`src/rtl/video_cfg_sequencer_if.sv`:
```
// AXI4-Lite write channel bundle between the config sequencer (master) and
// the video IP register space (slave).
interface video_cfg_sequencer_if;
    logic [31:0] m_awaddr;
    logic        m_awvalid;
    logic        m_awready;
    logic [31:0] m_wdata;
    logic [3:0]  m_wstrb;
    logic        m_wvalid;
    logic        m_wready;
    logic [1:0]  m_bresp;
    logic        m_bvalid;
    logic        m_bready;

    modport master (
        output m_awaddr, m_awvalid, m_wdata, m_wstrb, m_wvalid, m_bready,
        input  m_awready, m_wready, m_bresp, m_bvalid
    );

    modport slave (
        input  m_awaddr, m_awvalid, m_wdata, m_wstrb, m_wvalid, m_bready,
        output m_awready, m_wready, m_bresp, m_bvalid
    );
endinterface

```
`src/rtl/video_cfg_sequencer.sv`:
```
// Standalone AXI4-Lite write sequencer: programs TPG and demosaic frame
// parameters, releases the crop stage via ap_start, then starts both cores.
module video_cfg_sequencer #(
    parameter logic [31:0] TPG_BASE    = 32'h0000_0000,
    parameter logic [31:0] DMS_BASE    = 32'h0001_0000,
    parameter logic [31:0] BG_PATTERN  = 32'd9,
    parameter logic [31:0] BAYER_PHASE = 32'd0,
    parameter int unsigned START_DELAY = 10
) (
    input  logic                  aclk,
    input  logic                  areset,
    input  logic                  cfg_go,
    input  logic [15:0]           hsize,
    input  logic [15:0]           vsize,
    video_cfg_sequencer_if.master axi,
    output logic                  ap_start,
    output logic                  busy,
    output logic                  done,
    output logic                  err
);

    typedef enum logic [2:0] {
        IDLE,
        ISSUE,
        WAIT_B,
        DELAY,
        DONE,
        ERR
    } state_t;

    state_t      state;
    logic [2:0]  idx;
    logic [7:0]  dly_cnt;
    logic        aw_ok;
    logic        w_ok;
    logic [15:0] hs_q;
    logic [15:0] vs_q;

    logic [31:0] awaddr_r;
    logic [31:0] wdata_r;
    logic        awvalid_r;
    logic        wvalid_r;
    logic        bready_r;

    logic        aw_hs;
    logic        w_hs;
    logic        aw_fin;
    logic        w_fin;

    function automatic logic [31:0] cmd_addr(input logic [2:0] i);
        case (i)
            3'd0:    cmd_addr = TPG_BASE + 32'h10;
            3'd1:    cmd_addr = TPG_BASE + 32'h18;
            3'd2:    cmd_addr = TPG_BASE + 32'h20;
            3'd3:    cmd_addr = DMS_BASE + 32'h10;
            3'd4:    cmd_addr = DMS_BASE + 32'h18;
            3'd5:    cmd_addr = DMS_BASE + 32'h28;
            3'd6:    cmd_addr = DMS_BASE;
            default: cmd_addr = TPG_BASE;
        endcase
    endfunction

    function automatic logic [31:0] cmd_data(input logic [2:0]  i,
                                             input logic [15:0] hs,
                                             input logic [15:0] vs);
        case (i)
            3'd0:    cmd_data = {16'h0000, vs};
            3'd1:    cmd_data = {16'h0000, hs};
            3'd2:    cmd_data = BG_PATTERN;
            3'd3:    cmd_data = {16'h0000, hs};
            3'd4:    cmd_data = {16'h0000, vs};
            3'd5:    cmd_data = BAYER_PHASE;
            default: cmd_data = 32'h0000_0081;
        endcase
    endfunction

    assign aw_hs  = awvalid_r & axi.m_awready;
    assign w_hs   = wvalid_r & axi.m_wready;
    assign aw_fin = aw_ok | aw_hs;
    assign w_fin  = w_ok | w_hs;

    assign axi.m_awaddr  = awaddr_r;
    assign axi.m_awvalid = awvalid_r;
    assign axi.m_wdata   = wdata_r;
    assign axi.m_wstrb   = 4'hF;
    assign axi.m_wvalid  = wvalid_r;
    assign axi.m_bready  = bready_r;

    always_ff @(posedge aclk) begin
        if (areset) begin
            state     <= IDLE;
            idx       <= 3'd0;
            dly_cnt   <= 8'd0;
            aw_ok     <= 1'b0;
            w_ok      <= 1'b0;
            awaddr_r  <= 32'h0;
            wdata_r   <= 32'h0;
            awvalid_r <= 1'b0;
            wvalid_r  <= 1'b0;
            bready_r  <= 1'b0;
            ap_start  <= 1'b0;
            busy      <= 1'b0;
            done      <= 1'b0;
            err       <= 1'b0;
        end else begin
            case (state)
                IDLE, DONE, ERR: begin
                    if (cfg_go) begin
                        hs_q      <= hsize;
                        vs_q      <= vsize;
                        done      <= 1'b0;
                        err       <= 1'b0;
                        ap_start  <= 1'b0;
                        busy      <= 1'b1;
                        idx       <= 3'd0;
                        awaddr_r  <= cmd_addr(3'd0);
                        wdata_r   <= cmd_data(3'd0, hsize, vsize);
                        awvalid_r <= 1'b1;
                        wvalid_r  <= 1'b1;
                        aw_ok     <= 1'b0;
                        w_ok      <= 1'b0;
                        state     <= ISSUE;
                    end
                end

                ISSUE: begin
                    // Each channel retires independently; move on once both have.
                    if (aw_hs) begin
                        awvalid_r <= 1'b0;
                        aw_ok     <= 1'b1;
                    end
                    if (w_hs) begin
                        wvalid_r <= 1'b0;
                        w_ok     <= 1'b1;
                    end
                    if (aw_fin && w_fin) begin
                        aw_ok    <= 1'b0;
                        w_ok     <= 1'b0;
                        bready_r <= 1'b1;
                        state    <= WAIT_B;
                    end
                end

                WAIT_B: begin
                    if (axi.m_bvalid) begin
                        bready_r <= 1'b0;
                        if (axi.m_bresp != 2'b00) begin
                            err      <= 1'b1;
                            ap_start <= 1'b0;
                            busy     <= 1'b0;
                            state    <= ERR;
                        end else if (idx == 3'd5) begin
                            dly_cnt <= 8'(START_DELAY - 1);
                            state   <= DELAY;
                        end else if (idx == 3'd7) begin
                            done  <= 1'b1;
                            busy  <= 1'b0;
                            state <= DONE;
                        end else begin
                            idx       <= idx + 3'd1;
                            awaddr_r  <= cmd_addr(idx + 3'd1);
                            wdata_r   <= cmd_data(idx + 3'd1, hs_q, vs_q);
                            awvalid_r <= 1'b1;
                            wvalid_r  <= 1'b1;
                            state     <= ISSUE;
                        end
                    end
                end

                DELAY: begin
                    // Crop stage is released together with the first start write.
                    if (dly_cnt == 8'd0) begin
                        ap_start  <= 1'b1;
                        idx       <= 3'd6;
                        awaddr_r  <= cmd_addr(3'd6);
                        wdata_r   <= cmd_data(3'd6, hs_q, vs_q);
                        awvalid_r <= 1'b1;
                        wvalid_r  <= 1'b1;
                        state     <= ISSUE;
                    end else begin
                        dly_cnt <= dly_cnt - 8'd1;
                    end
                end

                default: state <= IDLE;
            endcase
        end
    end

endmodule

```
`src/flat_wrapper.sv`:
```
// flat-port wrapper written by rule: the top's interface ports become plain ports
module video_cfg_sequencer_flat 
#(
    parameter logic [31:0] TPG_BASE    = 32'h0000_0000,
    parameter logic [31:0] DMS_BASE    = 32'h0001_0000,
    parameter logic [31:0] BG_PATTERN  = 32'd9,
    parameter logic [31:0] BAYER_PHASE = 32'd0,
    parameter int unsigned START_DELAY = 10
)
  (aclk, areset, cfg_go, hsize, vsize, ap_start, busy, done, err, axi_m_awaddr, axi_m_awvalid, axi_m_wdata, axi_m_wstrb, axi_m_wvalid, axi_m_bready, axi_m_awready, axi_m_wready, axi_m_bresp, axi_m_bvalid);
  video_cfg_sequencer_if axi_i ();
  input  logic aclk;
  input  logic areset;
  input  logic cfg_go;
  input  logic [15:0] hsize;
  input  logic [15:0] vsize;
  output logic ap_start;
  output logic busy;
  output logic done;
  output logic err;
  output wire logic [$bits(axi_i.m_awaddr)-1:0] axi_m_awaddr;
  output wire logic [$bits(axi_i.m_awvalid)-1:0] axi_m_awvalid;
  output wire logic [$bits(axi_i.m_wdata)-1:0] axi_m_wdata;
  output wire logic [$bits(axi_i.m_wstrb)-1:0] axi_m_wstrb;
  output wire logic [$bits(axi_i.m_wvalid)-1:0] axi_m_wvalid;
  output wire logic [$bits(axi_i.m_bready)-1:0] axi_m_bready;
  input wire logic [$bits(axi_i.m_awready)-1:0] axi_m_awready;
  input wire logic [$bits(axi_i.m_wready)-1:0] axi_m_wready;
  input wire logic [$bits(axi_i.m_bresp)-1:0] axi_m_bresp;
  input wire logic [$bits(axi_i.m_bvalid)-1:0] axi_m_bvalid;
  assign axi_m_awaddr = axi_i.m_awaddr;
  assign axi_m_awvalid = axi_i.m_awvalid;
  assign axi_m_wdata = axi_i.m_wdata;
  assign axi_m_wstrb = axi_i.m_wstrb;
  assign axi_m_wvalid = axi_i.m_wvalid;
  assign axi_m_bready = axi_i.m_bready;
  assign axi_i.m_awready = axi_m_awready;
  assign axi_i.m_wready = axi_m_wready;
  assign axi_i.m_bresp = axi_m_bresp;
  assign axi_i.m_bvalid = axi_m_bvalid;
  video_cfg_sequencer #(.TPG_BASE(TPG_BASE), .DMS_BASE(DMS_BASE), .BG_PATTERN(BG_PATTERN), .BAYER_PHASE(BAYER_PHASE), .START_DELAY(START_DELAY)) u_core (.aclk(aclk), .areset(areset), .cfg_go(cfg_go), .hsize(hsize), .vsize(vsize), .axi(axi_i), .ap_start(ap_start), .busy(busy), .done(done), .err(err));
endmodule
```
`config.mk`:
```
export PLATFORM = sky130hd
export DESIGN_NAME = video_cfg_sequencer_flat
export DESIGN_NICKNAME = d
export VERILOG_FILES = /design/src/rtl/video_cfg_sequencer_if.sv /design/src/rtl/video_cfg_sequencer.sv /design/src/flat_wrapper.sv
export SDC_FILE = /design/constraint.sdc
export NUM_CORES = 1
export LEC_CHECK = 0
export BUFFER_PORTS_ARGS = -buffer_cell sky130_fd_sc_hd__buf_4
export CAP_MARGIN = 20
export CORE_ASPECT_RATIO = 0.75
export CORE_UTILIZATION = 54
export CTS_BUF_LIST = sky130_fd_sc_hd__clkbuf_8
export CTS_CLUSTER_DIAMETER = 30
export DETAILED_ROUTE_END_ITERATION = 10
export GPL_ROUTABILITY_DRIVEN = 0
export HOLD_SLACK_MARGIN = 0.1
export PLACE_DENSITY = 0.88
export SYNTH_ARGS = -nofsm -noshare
export SYNTH_HDL_FRONTEND = slang
export SYNTH_SLANG_ARGS = --single-unit
```
`constraint.sdc`:
```
create_clock -name aclk -period 4.9 [get_ports aclk]
set_clock_uncertainty 0.15 [all_clocks]
set_input_delay 0 -clock aclk [delete_from_list [all_inputs] [get_ports aclk]]
set_output_delay 0 -clock aclk [all_outputs]
set_load 0.005 [all_outputs]
```
Word-level counts from Yosys, hierarchy flattened
Cells that the tools add are included.

Output and inout bits: 75. Input port bits: 40. Memories: 0. Latch bits: 0. Register bits after elaboration: 119. Logic and storage cells: 152. ROM bits: 0. Memory bits (writable): 0.

Multiplexer cells: 72. Equal/unequal tests: 30. Divide/modulo/power cells: 0. Reduce and logical (&&, ||, !) cells: 27. Bitwise gates (word level): 5. Shift operators: 0. $mul: 0. $lt $le $gt $ge: 0. $add $sub $neg: 2.

Operator list (number): $mux 32 (12); $pmux 32 s3 (2); $pmux 17 s7 (1); $pmux 16 s4 (1); $mux 3 (13); $mux 8 (4); $mux 1 (27); $eq 3x3->1 const B (7); $pmux 8 s2 (1); $reduce_and 8->1 (2); $reduce_and 5->1 (3); $ne 2x1->1 const B (7); $eq 3x2->1 const B (4); $ne 2x2->1 const B (6); $pmux 1 s2 (6); $pmux 3 s4 (1); $reduce_and 3->1 (4); $reduce_bool 2->1 (5); $ne 3x1->1 const B (3); $pmux 3 s3 (1); $logic_not 8->1 (1); $pmux 1 s4 (2); $reduce_and 4->1 (2); $sub 8x1->8 const B (1); 15 further kinds (20).

Longest topological paths before layout
Gate-level depths: netlist (run 1).

Depth after elaboration: 9. Mapped depth: 8. Gate-level depth less buffers: 6.

Least setup slack after synthesis (run 1)
No wires, ideal clock.

Kind: register to register. From: reg u_core.state[2]. To: reg u_core.hs_q[0] (enable). Cell stages (with the launch flop): 4. Buffers on the path: 1. Period minus slack after synthesis: 3635 ps. Slack: 1265 ps. Library setup time: 461 ps. Data arrival time: 3024 ps. Data required time: 4289 ps. Path through: dfxtp_1 clkbuf_1 nor2b_1 nor3_1.

Cells in the longest elaborated chain, start to end: 3. Elaborated cells between the ends (all ways): 5. Those cells by class: 2 x eq/ne; 3 x reduce/logical.

RTL lines: from (decl) (RTL line video_cfg_sequencer.sv:31) `state_t state;`; from (signal assigned) (RTL line video_cfg_sequencer.sv:91) `state <= IDLE;`; from (signal assigned) (RTL line video_cfg_sequencer.sv:122) `state <= ISSUE;`; from (signal assigned) (RTL line video_cfg_sequencer.sv:140) `state <= WAIT_B;`; $eq 3x3->1 or $logic_not 3->1 (tied branches) (RTL line video_cfg_sequencer.sv:106) `case (state)`; $reduce_or 3->1 (*) (RTL line video_cfg_sequencer.sv:106); $reduce_and 3->1 (no line) (*); to (signal assigned) (RTL line video_cfg_sequencer.sv:109) `hs_q <= hsize;`; to (decl) (RTL line video_cfg_sequencer.sv:36) `logic [15:0] hs_q;`.

Every way passes the cells marked *; elsewhere a longest branch is shown, timed or not. A chain may end at the register's enable or synchronous reset.

Final worst setup path (run 1)
From: reg u_core.idx[1]. To: reg u_core.awvalid_r, in the netlist u_core.axi.m_awvalid.

Cells in the longest elaborated chain, start to end: 3. Elaborated cells between the ends (all ways): 5. Those cells by class: 4 x eq/ne; 1 x reduce/logical.

RTL lines: from (decl) (RTL line video_cfg_sequencer.sv:32) `logic [2:0] idx;`; from (signal assigned) (RTL line video_cfg_sequencer.sv:160) `idx <= idx + 3'd1;`; $eq 3x3->1, on equally long branches (RTL line video_cfg_sequencer.sv:152, video_cfg_sequencer.sv:155); $ne 2x2->1 (no line); $reduce_and 8->1 (no line) (*); to (signal assigned) (RTL line video_cfg_sequencer.sv:129) `awvalid_r <= 1'b0;`; to (signal assigned) (RTL line video_cfg_sequencer.sv:163) `awvalid_r <= 1'b1;`; to (signal assigned) (RTL line video_cfg_sequencer.sv:177) `awvalid_r <= 1'b1;`; to (decl) (RTL line video_cfg_sequencer.sv:41) `logic awvalid_r;`.

Marked as above.

==> results of run 1 <==
## kinds of logic after synthesis
group                      share of synthesized area, %
adders and majority gates                         3.143
and+or+nand+nor                                   12.41
AOI/OAI and AO/OA                                 22.88
muxes                                             1.823
DFF                                               45.76
other                                            0.1886
buffers and inverters                             13.80
## worst max-delay path: cells and delay by family (launching register included)
kind,cells,cell delay (ps)
AOI/OAI and AO/OA,4,1760
adders and majority gates,1,310
buffers and inverters,2,700
DFF,1,430
## how the worst min path moves through the flow
stage | from | end | slack (ps) | cells after the start
CTS | hsize[14] | u_core.hs_q[14] | 190 | 2
global placement | hsize[11] | u_core.hs_q[11] | 30 | 1
floorplan | axi_m_awready | u_core.axi.m_awvalid | -50 | 1
global route | hsize[13] | u_core.hs_q[13] | 200 | 2
finish | hsize[12] | u_core.hs_q[12] | 200 | 2
detailed placement | hsize[11] | u_core.hs_q[11] | 30 | 1
## cell usage after synthesis (2+ instances only)
library cell and instances:
a2111oi_1 2, a211oi_1 7, a21oi_1 36, a222oi_1 2, a22o_1 13, a311oi_1 13
a311oi_2 2, a31o_2 4, and3_1 2, buf_2 4, buf_4 49, buf_6 6
clkbuf_1 13, conb_1 2, dfxtp_1 43, edfxtp_1 32, ha_1 10, inv_1 11
mux2_2 2, mux2i_1 5, nand2_1 29, nand2b_1 8, nand3_1 18, nand3b_1 3
nand4_1 4, nor2_1 8, nor2b_1 2, nor3_1 9, nor3b_1 2, nor4_1 2
o2111ai_1 2, o211ai_1 3, o21a_1 3, o21ai_0 16, o22ai_1 2
## timing repair
| action | in CTS | in global routing |
|---|---|---|
| hold buffers | 42 | 0 |
| gates resized for setup | 0 | 0 |
| endpoints found under the hold margin | 69 | 0 |
## area by class of cell
type / count / share of cell area, %
clock buffers: 9 / 2.522
clock inverters: 7 / 1.554
inverters: 11 / 0.8406
multi-input cells: 280 / 36.40
flip-flops and latches: 75 / 37.09
well taps: 98 / 2.496
repair buffers: 111 / 19.10
## flip-flops by register name, summed over array words and instances, names as in the netlist
register,flops
u_core.axi.m_awaddr,4
u_core.dly_cnt,8
u_core.axi.m_bready,1
u_core.state,3
u_core.idx,3
u_core.busy,1
u_core.w_ok,1
u_core.aw_ok,1
u_core.err,1
u_core.hs_q,16
u_core.done,1
u_core.axi.m_awvalid,1
u_core.vs_q,16
u_core.axi.m_wvalid,1
u_core.axi.m_wdata,16
u_core.ap_start,1
## metal layers
metal | track usage, % | up-vias | part of all wire [%]
li1 | - | 1571 | -
met5 | 0 | - | 0
met4 | 13.62 | 0 | 3.0
met2 | 42.79 | 222 | 47
met1 | 31.93 | 1602 | 40
met3 | 7.339 | 34 | 9.6
## metrics by stage
stage,setup slack [ps],util [%],cells
finish,1482,70.56,591
global route,1310,70.56,591
CTS,1689,70.45,590
detailed placement,2022,61.54,532
global placement,2136,61.54,532
floorplan,1265,-,439
## power by group
part           internal, mW  leakage (nW)  total, mW  switching (mW)
logic                 0.139          1.28      0.302           0.162
registers             0.699         0.648      0.733          0.0346
clock network         0.238        0.0962      0.484           0.246
==> results.sh, run 1 <==
export IMPL_cpMaxStageDelayCell="o311ai_4"
export IMPL_power_density_mw_per_mm2=309.2
export IMPL_fillers=467
export IMPL_p_leak_nw=2.022
export IMPL_holdCritPathClass="in2reg"
export IMPL_numCtsBuffers=9
export IMPL_ff2ff_setup_slack_ps=1480
export IMPL_fin_tns_setup_ps=0
export IMPL_rsz0062_at_grt="no"
export IMPL_status="finished, final reports clean"
export IMPL_cts_root_buf="clkbuf_8"
export IMPL_grt_max_degree=37
export IMPL_path_cells="inv_1, ha_1, a211o_4, o311ai_4, a21oi_1, a211oi_1, dlygate4sd3_1"
export IMPL_worst_pin_slew_ps=1030
export IMPL_synthCells=393
export IMPL_vias_per_cell=5.802
export IMPL_hpwl_mm=5.820
export IMPL_grt_pass1_vias=3305
export IMPL_start_kind="flip-flop"
export IMPL_syn_to_final_growth_pct=23.38
export IMPL_route_final_wire_length_mm=9.768
export IMPL_cts_sinks=75
export IMPL_place_area_sq_mm=0.004284
export IMPL_wl_per_cell_um=16.53
export IMPL_core_area_sq_mm=0.006962
export IMPL_async_flop_share_pct=0
export IMPL_synth_edf_count=32
export IMPL_fp_dieH_um=76.36
export IMPL_finalCritPeriodShare_pct=69.76
export IMPL_register_area_sq_mm=0.001822
export IMPL_drt_iter0_drc=380
export IMPL_period_minus_slack_ps=3418
export IMPL_vias=3429
export IMPL_slew_headroom_pct=31.15
export IMPL_htreeDepth=3
export IMPL_gr_usage_all_layers_pct=26.41
export IMPL_totalPowerFinal_mw=1.519
export IMPL_final_common_cell="buf_4"
export IMPL_hold_viol_final=0
export IMPL_cts_setup_buffers=0
export IMPL_ys_types=59
export IMPL_crit_fanout=24
export IMPL_regToRegStartpoint="u_core.idx[1]"
export IMPL_drtAntennaViolNets=0
export IMPL_insertion_delay_ps=360
export IMPL_hold_ws_ps=199.5
export IMPL_multi_input_area_sq_mm=0.001788
export IMPL_clockBufferDepth=2
export IMPL_cts_tree="built"
export IMPL_rows=26
export IMPL_nNetsFinal=538
export IMPL_layout_common_cells="69 x buf_4, 48 x conb_1, 43 x dfxtp_1, 42 x dlygate4sd3_1, 36 x a21oi_1"
export IMPL_dieArea_sq_mm=0.007724
export IMPL_synth_area_leader_cell="edfxtp_1"
export IMPL_avgSynthCellArea_sq_um=10.13
export IMPL_drc=0
export IMPL_critPathCapture="u_core.axi.m_awvalid"
export IMPL_finalMaxSlewViolations=0
export IMPL_firstDrtPassIters=5
export IMPL_yosys_warnings=0
export IMPL_critPathLaunch="u_core.idx[1]"
export IMPL_cp_arrival_ps=3570
export IMPL_synth_ff_type="dfxtp_1"
export IMPL_ys_ff_latch=75
export IMPL_synth_top_cell_area_share_pct=24.14
export IMPL_max_vdd_ir_drop_mv=0.2215
export IMPL_setup_violations=0
export IMPL_antenna_found_initial=0
export IMPL_pin_count=115
export IMPL_ff2ff_path_depth=7
export IMPL_io_buffers=66
export IMPL_worstPathRequired_ps=5050
export IMPL_fmax_mhz=292.6
export IMPL_endpoint_kind="flip-flop"
export IMPL_grt_pass1_wl_mm=15.77
export IMPL_seq_area_frac_synth_pct=45.76
export IMPL_antenna_cells=0
export IMPL_path_class="reg2reg"
export IMPL_drive_above_1_share_pct=21.10
export IMPL_synth_area_sq_mm=0.003981
export IMPL_reg2reg_to="u_core.axi.m_awvalid"
export IMPL_die_w_um=101.2
export IMPL_synth_area_top_cells="edfxtp_1 24%, dfxtp_1 22%, buf_4 9.2%, a21oi_1 4.5%, ha_1 3.1%"
export IMPL_clk_pin_slew_worst_paths_ps=80
export IMPL_gr_total_overflow=0
export IMPL_cpPeakStageDelay_ps=840
export IMPL_maxCapViolations=0
export IMPL_start_util_pct=57.19
export IMPL_final_cell_area_sq_mm=0.004912
Power figures use the tool's default switching activity.
==> inputs of run 2 (changes only) <==
==> constraint.sdc (replaced) <==
create_clock -name aclk -period 3.2 [get_ports aclk]
set_clock_uncertainty 0.15 [all_clocks]
set_input_delay 0 -clock aclk [delete_from_list [all_inputs] [get_ports aclk]]
set_output_delay 0 -clock aclk [all_outputs]
set_load 0.005 [all_outputs]
==> run 2 against run 1 <==
Against the previous run: clock-buffer cell count unchanged; non-clock buffer count up 3; highest routed layer unchanged; sequential share of layout area down 0.24 points; critical path type unchanged; largest cell class unchanged; setup slack worse by 1300 ps.
==> results.sh, run 2 (synthesized netlist as in run 1, its figures left out) <==
export IMPL_status="finished, final reports clean"
export IMPL_antenna_found_initial=0
export IMPL_comb_power_share_pct=20.4
export IMPL_drc=0
export IMPL_power_density_mw_per_mm2=479.1
export IMPL_cts_sinks=75
export IMPL_wl_met3_mm=1.005
export IMPL_core_area_sq_mm=0.006962
export IMPL_cts_root_buf="clkbuf_8"
export IMPL_grt_pass1_vias=3301
export IMPL_slew_headroom_pct=46.72
export IMPL_route_final_wire_length_mm=10.23
export IMPL_start_util_pct=57.19
export IMPL_htreeDepth=3
export IMPL_layout_common_cells="73 x buf_4, 48 x conb_1, 43 x dfxtp_1, 41 x dlygate4sd3_1, 36 x a21oi_1"
export IMPL_dieArea_sq_mm=0.007724
export IMPL_clkPwrFrac_pct=32.4
export IMPL_fmax_mhz=333.6
export IMPL_die_w_um=101.2
export IMPL_wl_per_cell_um=17.23
export IMPL_fin_tns_setup_ps=0
export IMPL_hpwl_mm=6.023
export IMPL_met1_length_mm=4.109
export IMPL_nNetsFinal=541
export IMPL_io_buffers=66
export IMPL_cp_arrival_ps=3160
export IMPL_fp_dieH_um=76.36
export IMPL_cts_resized=0
export IMPL_clk_pin_slew_worst_paths_ps=90
export IMPL_cts_tree="built"
export IMPL_top_layer="met4"
export IMPL_endpoint_kind="flip-flop"
export IMPL_finalMaxSlewViolations=0
export IMPL_start_kind="flip-flop"
export IMPL_rsz0062_at_grt="no"
export IMPL_vias_per_cell=5.956
export IMPL_met2_length_mm=4.826
export IMPL_setup_violations=0
export IMPL_p_switching_uw=706.5
export IMPL_rows=26
export IMPL_finalCritPeriodShare_pct=93.68
export IMPL_maxCapViolations=0
export IMPL_drtAntennaViolNets=0
export IMPL_cpMaxStageDelayCell="dlygate4sd3_1"
export IMPL_power_frac_seq_pct=47.2
export IMPL_drive_above_1_share_pct=21.77
export IMPL_crit_family="compound AO/OA/AOI/OAI gates"
export IMPL_numCtsBuffers=9
export IMPL_crit_fanout=10
export IMPL_antenna_cells=0
export IMPL_pin_count=115
export IMPL_gr_total_overflow=0
export IMPL_postLayoutCoreUtil_pct=71.03
export IMPL_swShare_pct=29.82
export IMPL_p_leak_nw=2.047
export IMPL_path_cells="inv_1, ha_1, a211o_4, o311ai_4, buf_4, a21oi_1, a211oi_1, dlygate4sd3_1"
export IMPL_syn_to_final_growth_pct=24.20
export IMPL_clockBufferDepth=2
export IMPL_final_common_cell="buf_4"
export IMPL_vias=3538
export IMPL_grt_max_degree=37
export IMPL_gr_usage_all_layers_pct=27.66
export IMPL_worstPathRequired_ps=3360
export IMPL_max_vdd_ir_drop_mv=0.3830
export IMPL_period_minus_slack_ps=2998
export IMPL_grt_pass1_wl_mm=16.40
export IMPL_worst_path_buf_inv=3
export IMPL_worst_pin_slew_ps=797.5
export IMPL_path_class="reg2reg"
export IMPL_drt_iter0_drc=489
export IMPL_insertion_delay_ps=370
export IMPL_firstDrtPassIters=5
export IMPL_cpPeakStageDelay_ps=580
export IMPL_holdCritPathClass="in2reg"
export IMPL_hold_viol_final=0
export IMPL_internal_power_mw=1.663
## run 2: routing by layer
metal	GRT usage, %	up-vias
li1	-	1571
met1	36.52	1663
met2	44.01	267
met3	7.339	37
met4	9.130	0
met5	0	-
## run 2: cell type report
cell class / instances / area, sq um
fillers: 475 / 2017
flip-flops and latches: 75 / 1822
clock inverters: 7 / 82.58
multi-input cells: 280 / 1794
inverters: 11 / 41.29
well taps: 98 / 122.6
repair buffers: 114 / 958.4
clock buffers: 9 / 123.9
## run 2: worst paths after layout
path,start,to,slack [ps],depth (start not counted)
max reg2reg,u_core.idx[1],u_core.axi.m_wvalid,200,8
min,hsize[5],u_core.hs_q[5],200,2
min reg2reg,u_core.done,u_core.done,320,2
max,u_core.idx[1],u_core.axi.m_wvalid,200,8
## run 2: power by group through the flow
stage | logic [mW] | clock network [mW] | registers, mW
floorplan | 0.305 | 0 | 1.12
global placement | 0.398 | 0 | 1.13
detailed placement | 0.413 | 0 | 1.14
CTS | 0.458 | 0.768 | 1.12
global route | 0.521 | 0.808 | 1.12
finish | 0.483 | 0.768 | 1.12
## run 2: worst reg2reg max path: stages (launching register included)
cell and delay, ps:
dfxtp_1 420, inv_1 100, ha_1 310, a211o_4 410
o311ai_4 410, buf_4 250, a21oi_1 70, a211oi_1 230
dlygate4sd3_1 580
## run 2: stage by stage
stage	instance area, sq um	setup slack, ps	power (mW)	hold WS, ps	cells
after floorplan	4159	560.2	1.430	-53.39	439
after global placement	4313	694.8	1.532	28.22	535
after detailed placement	4313	556.5	1.549	29.31	535
after CTS	4930	57.12	2.341	197.1	592
after global routing	4945	102.4	2.453	204.4	594
final	4945	202.3	2.369	201.5	594
## run 2: repair_timing
action	in CTS	in global routing
hold buffers	41	0
buffers inserted	0	2
endpoints found under the hold margin	69	0
setup endpoints to repair	0	1
==> inputs of run 3 (changes only) <==
--- a/config.mk
+++ b/config.mk
@@ -13,6 +13,7 @@
 export CTS_CLUSTER_DIAMETER = 30
 export DETAILED_ROUTE_END_ITERATION = 10
 export GPL_ROUTABILITY_DRIVEN = 0
+export GPL_TIMING_DRIVEN = 0
 export HOLD_SLACK_MARGIN = 0.1
 export PLACE_DENSITY = 0.88
 export SYNTH_ARGS = -nofsm -noshare
==> run 3 against run 2 <==
Against the previous run: hold slack lost 4.0 ps; maximum frequency grew 5.9%; sequential power is essentially flat; wire length grew 7.4%; register-to-register slack gained 170 ps; die area is the same; critical path depth is the same; total power grew 3.7%; clock power grew 2%; critical path type unchanged.
==> results.sh, run 3 (synthesized netlist as in run 1, its figures left out) <==
export IMPL_antenna_found_initial=0
export IMPL_gr_total_overflow=0
export IMPL_setup_violations=0
export IMPL_cpPeakStageDelay_ps=540
export IMPL_grt_pass1_wl_mm=17.22
export IMPL_final_common_cell="buf_4"
export IMPL_fillers=438
export IMPL_vias=3705
export IMPL_finalCritPeriodShare_pct=88.48
export IMPL_clk_pin_slew_worst_paths_ps=80
export IMPL_cts_tree="built"
export IMPL_hpwl_mm=6.890
export IMPL_status="finished, final reports clean"
export IMPL_layout_common_cells="114 x buf_4, 48 x conb_1, 43 x dfxtp_1, 40 x dlygate4sd3_1, 36 x a21oi_1"
export IMPL_internal_power_mw=1.772
export IMPL_endpoint_kind="flip-flop"
export IMPL_gr_usage_all_layers_pct=29.35
export IMPL_totalPowerFinal_mw=2.457
export IMPL_multi_input_area_sq_mm=0.001794
export IMPL_cts_root_buf="clkbuf_8"
export IMPL_numCtsBuffers=9
export IMPL_worst_pin_slew_ps=786.7
export IMPL_p_leak_nw=2.351
export IMPL_max_vdd_ir_drop_mv=0.3427
export IMPL_rows=26
export IMPL_cpMaxStageDelayCell="a21oi_1"
export IMPL_firstDrtPassIters=5
export IMPL_holdCritPathClass="in2reg"
export IMPL_grt_max_degree=19
export IMPL_fp_dieH_um=76.36
export IMPL_drive_above_1_share_pct=27.99
export IMPL_ff2ff_setup_slack_ps=370
export IMPL_power_frac_seq_pct=45.3
export IMPL_register_area_sq_mm=0.001822
export IMPL_path_class="reg2reg"
export IMPL_cts_setup_buffers=0
export IMPL_reg2reg_to="u_core.axi.m_wdata[13]"
export IMPL_nNetsFinal=606
export IMPL_worst_path_buf_inv=2
export IMPL_rsz0062_at_grt="no"
export IMPL_insertion_delay_ps=360
export IMPL_route_final_wire_length_mm=10.99
export IMPL_swShare_pct=27.87
export IMPL_regToRegStartpoint="u_core.idx[0]"
export IMPL_syn_to_final_growth_pct=35.95
export IMPL_slew_headroom_pct=47.39
export IMPL_htreeDepth=3
export IMPL_start_kind="flip-flop"
export IMPL_wl_per_cell_um=16.67
export IMPL_clockBufferDepth=2
export IMPL_p_switching_uw=684.7
export IMPL_power_density_mw_per_mm2=453.9
export IMPL_start_util_pct=57.19
export IMPL_drtAntennaViolNets=0
export IMPL_drt_iter0_drc=384
export IMPL_finalMaxSlewViolations=0
export IMPL_grt_pass1_vias=3501
export IMPL_pin_count=115
export IMPL_holdCritStartpoint="hsize[4]"
export IMPL_maxCapViolations=0
export IMPL_worstPathRequired_ps=3320
export IMPL_dieArea_sq_mm=0.007724
export IMPL_path_cells="ha_1, ha_1, buf_2, o21ai_0, a21oi_1, buf_2, nand3_1, a311oi_1"
export IMPL_crit_family="compound AO/OA/AOI/OAI gates"
export IMPL_crit_fanout=10
export IMPL_whs_endpoint="u_core.hs_q[4]"
export IMPL_antenna_cells=0
export IMPL_fmax_mhz=353.2
export IMPL_clkPwrFrac_pct=32.0
export IMPL_die_w_um=101.2
export IMPL_min_path_cells=2
export IMPL_hold_ws_ps=197.5
export IMPL_vias_per_cell=5.622
export IMPL_period_minus_slack_ps=2831
export IMPL_comb_power_share_pct=22.7
export IMPL_ff2ff_path_depth=8
export IMPL_hold_viol_final=0
export IMPL_drc=0
export IMPL_cp_arrival_ps=2950
export IMPL_core_area_sq_mm=0.006962
export IMPL_io_buffers=65
export IMPL_cts_sinks=75
run 3: changes by cell type in the layout (fill, tap and decap cells not counted), sizes merged:
cell	before	now
buf	73	126
bufinv	1	2
clkbuf	9	22
clkinv	2	3
dlygate4sd3	41	40
inv	15	13
run 3: layer usage:
| layer | vias to the layer above | global-route usage, % | wire length, um |
|---|---|---|---|
| met5 | - | 0 | 0 |
| met4 | 0 | 11.16 | 376 |
| met3 | 46 | 7.523 | 1027 |
| met2 | 266 | 48.50 | 5191 |
| met1 | 1694 | 36.70 | 4393 |
| li1 | 1699 | - | - |
run 3: area by class of cell:
cell class / count / share of cell area, %
clock inverters: 7 / 1.572
multi-input cells: 280 / 33.15
plain buffers: 73 / 9.385
well taps: 98 / 2.265
clock buffers: 9 / 2.288
repair buffers: 106 / 16.92
flip-flops and latches: 75 / 33.66
inverters: 11 / 0.7628
run 3: how the worst max path moves through the flow:
| stage | from | to | slack, ps | cells after the start |
|---|---|---|---|---|
| 5_1_grt | u_core.idx[0] | u_core.axi.m_wdata[14] | 200 | 8 |
| 2_1_floorplan | u_core.state[2] | u_core.hs_q[0] | 560 | 3 |
| 3_5_place_dp | u_core.idx[0] | u_core.axi.m_wdata[13] | 510 | 8 |
| 3_3_place_gp | u_core.state[2] | u_core.vs_q[7] | -40 | 3 |
| 4_1_cts | u_core.idx[0] | u_core.axi.m_wdata[13] | 460 | 8 |
| 6_report | u_core.idx[0] | u_core.axi.m_wdata[13] | 370 | 8 |
run 3: power by group through the flow:
stage | sequential (mW) | combinational (mW) | clock (mW)
floorplan | 1.12 | 0.305 | 0
global placement | 1.13 | 0.469 | 0
detailed placement | 1.13 | 0.491 | 0
CTS | 1.11 | 0.539 | 0.774
global route | 1.12 | 0.599 | 0.824
finish | 1.11 | 0.558 | 0.786
run 3: worst register-to-register path: cells and delay by family, from the launching register on:
| family | cells | cell delay, ps |
|---|---|---|
| buffers and inverters | 2 | 540 |
| AOI/OAI and AO/OA | 3 | 970 |
| DFF | 1 | 380 |
| adders and majority gates | 2 | 590 |
| and+or+nand+nor | 1 | 110 |
run 3: per-stage QoR:
step / util, % / cell area, sq um / TNS (ps) / instances / worst slack, ps
2_1_floorplan: - / 4159 / 0 / 439 / 560.2
3_3_place_gp: 68.51 / 4770 / -1354 / 602 / -43.66
3_5_place_dp: 69.00 / 4803 / 0 / 603 / 507.4
4_1_cts: 77.75 / 5413 / 0 / 659 / 463.3
5_1_grt: 77.75 / 5413 / 0 / 659 / 202.4
6_report: 77.75 / 5413 / 0 / 659 / 368.7
run 3: what timing repair did:
item | in CTS | in global routing
setup endpoints to repair | 0 | 0
hold buffers | 40 | 0
gates resized for setup | 0 | 0
hold endpoints to repair | 60 | 0
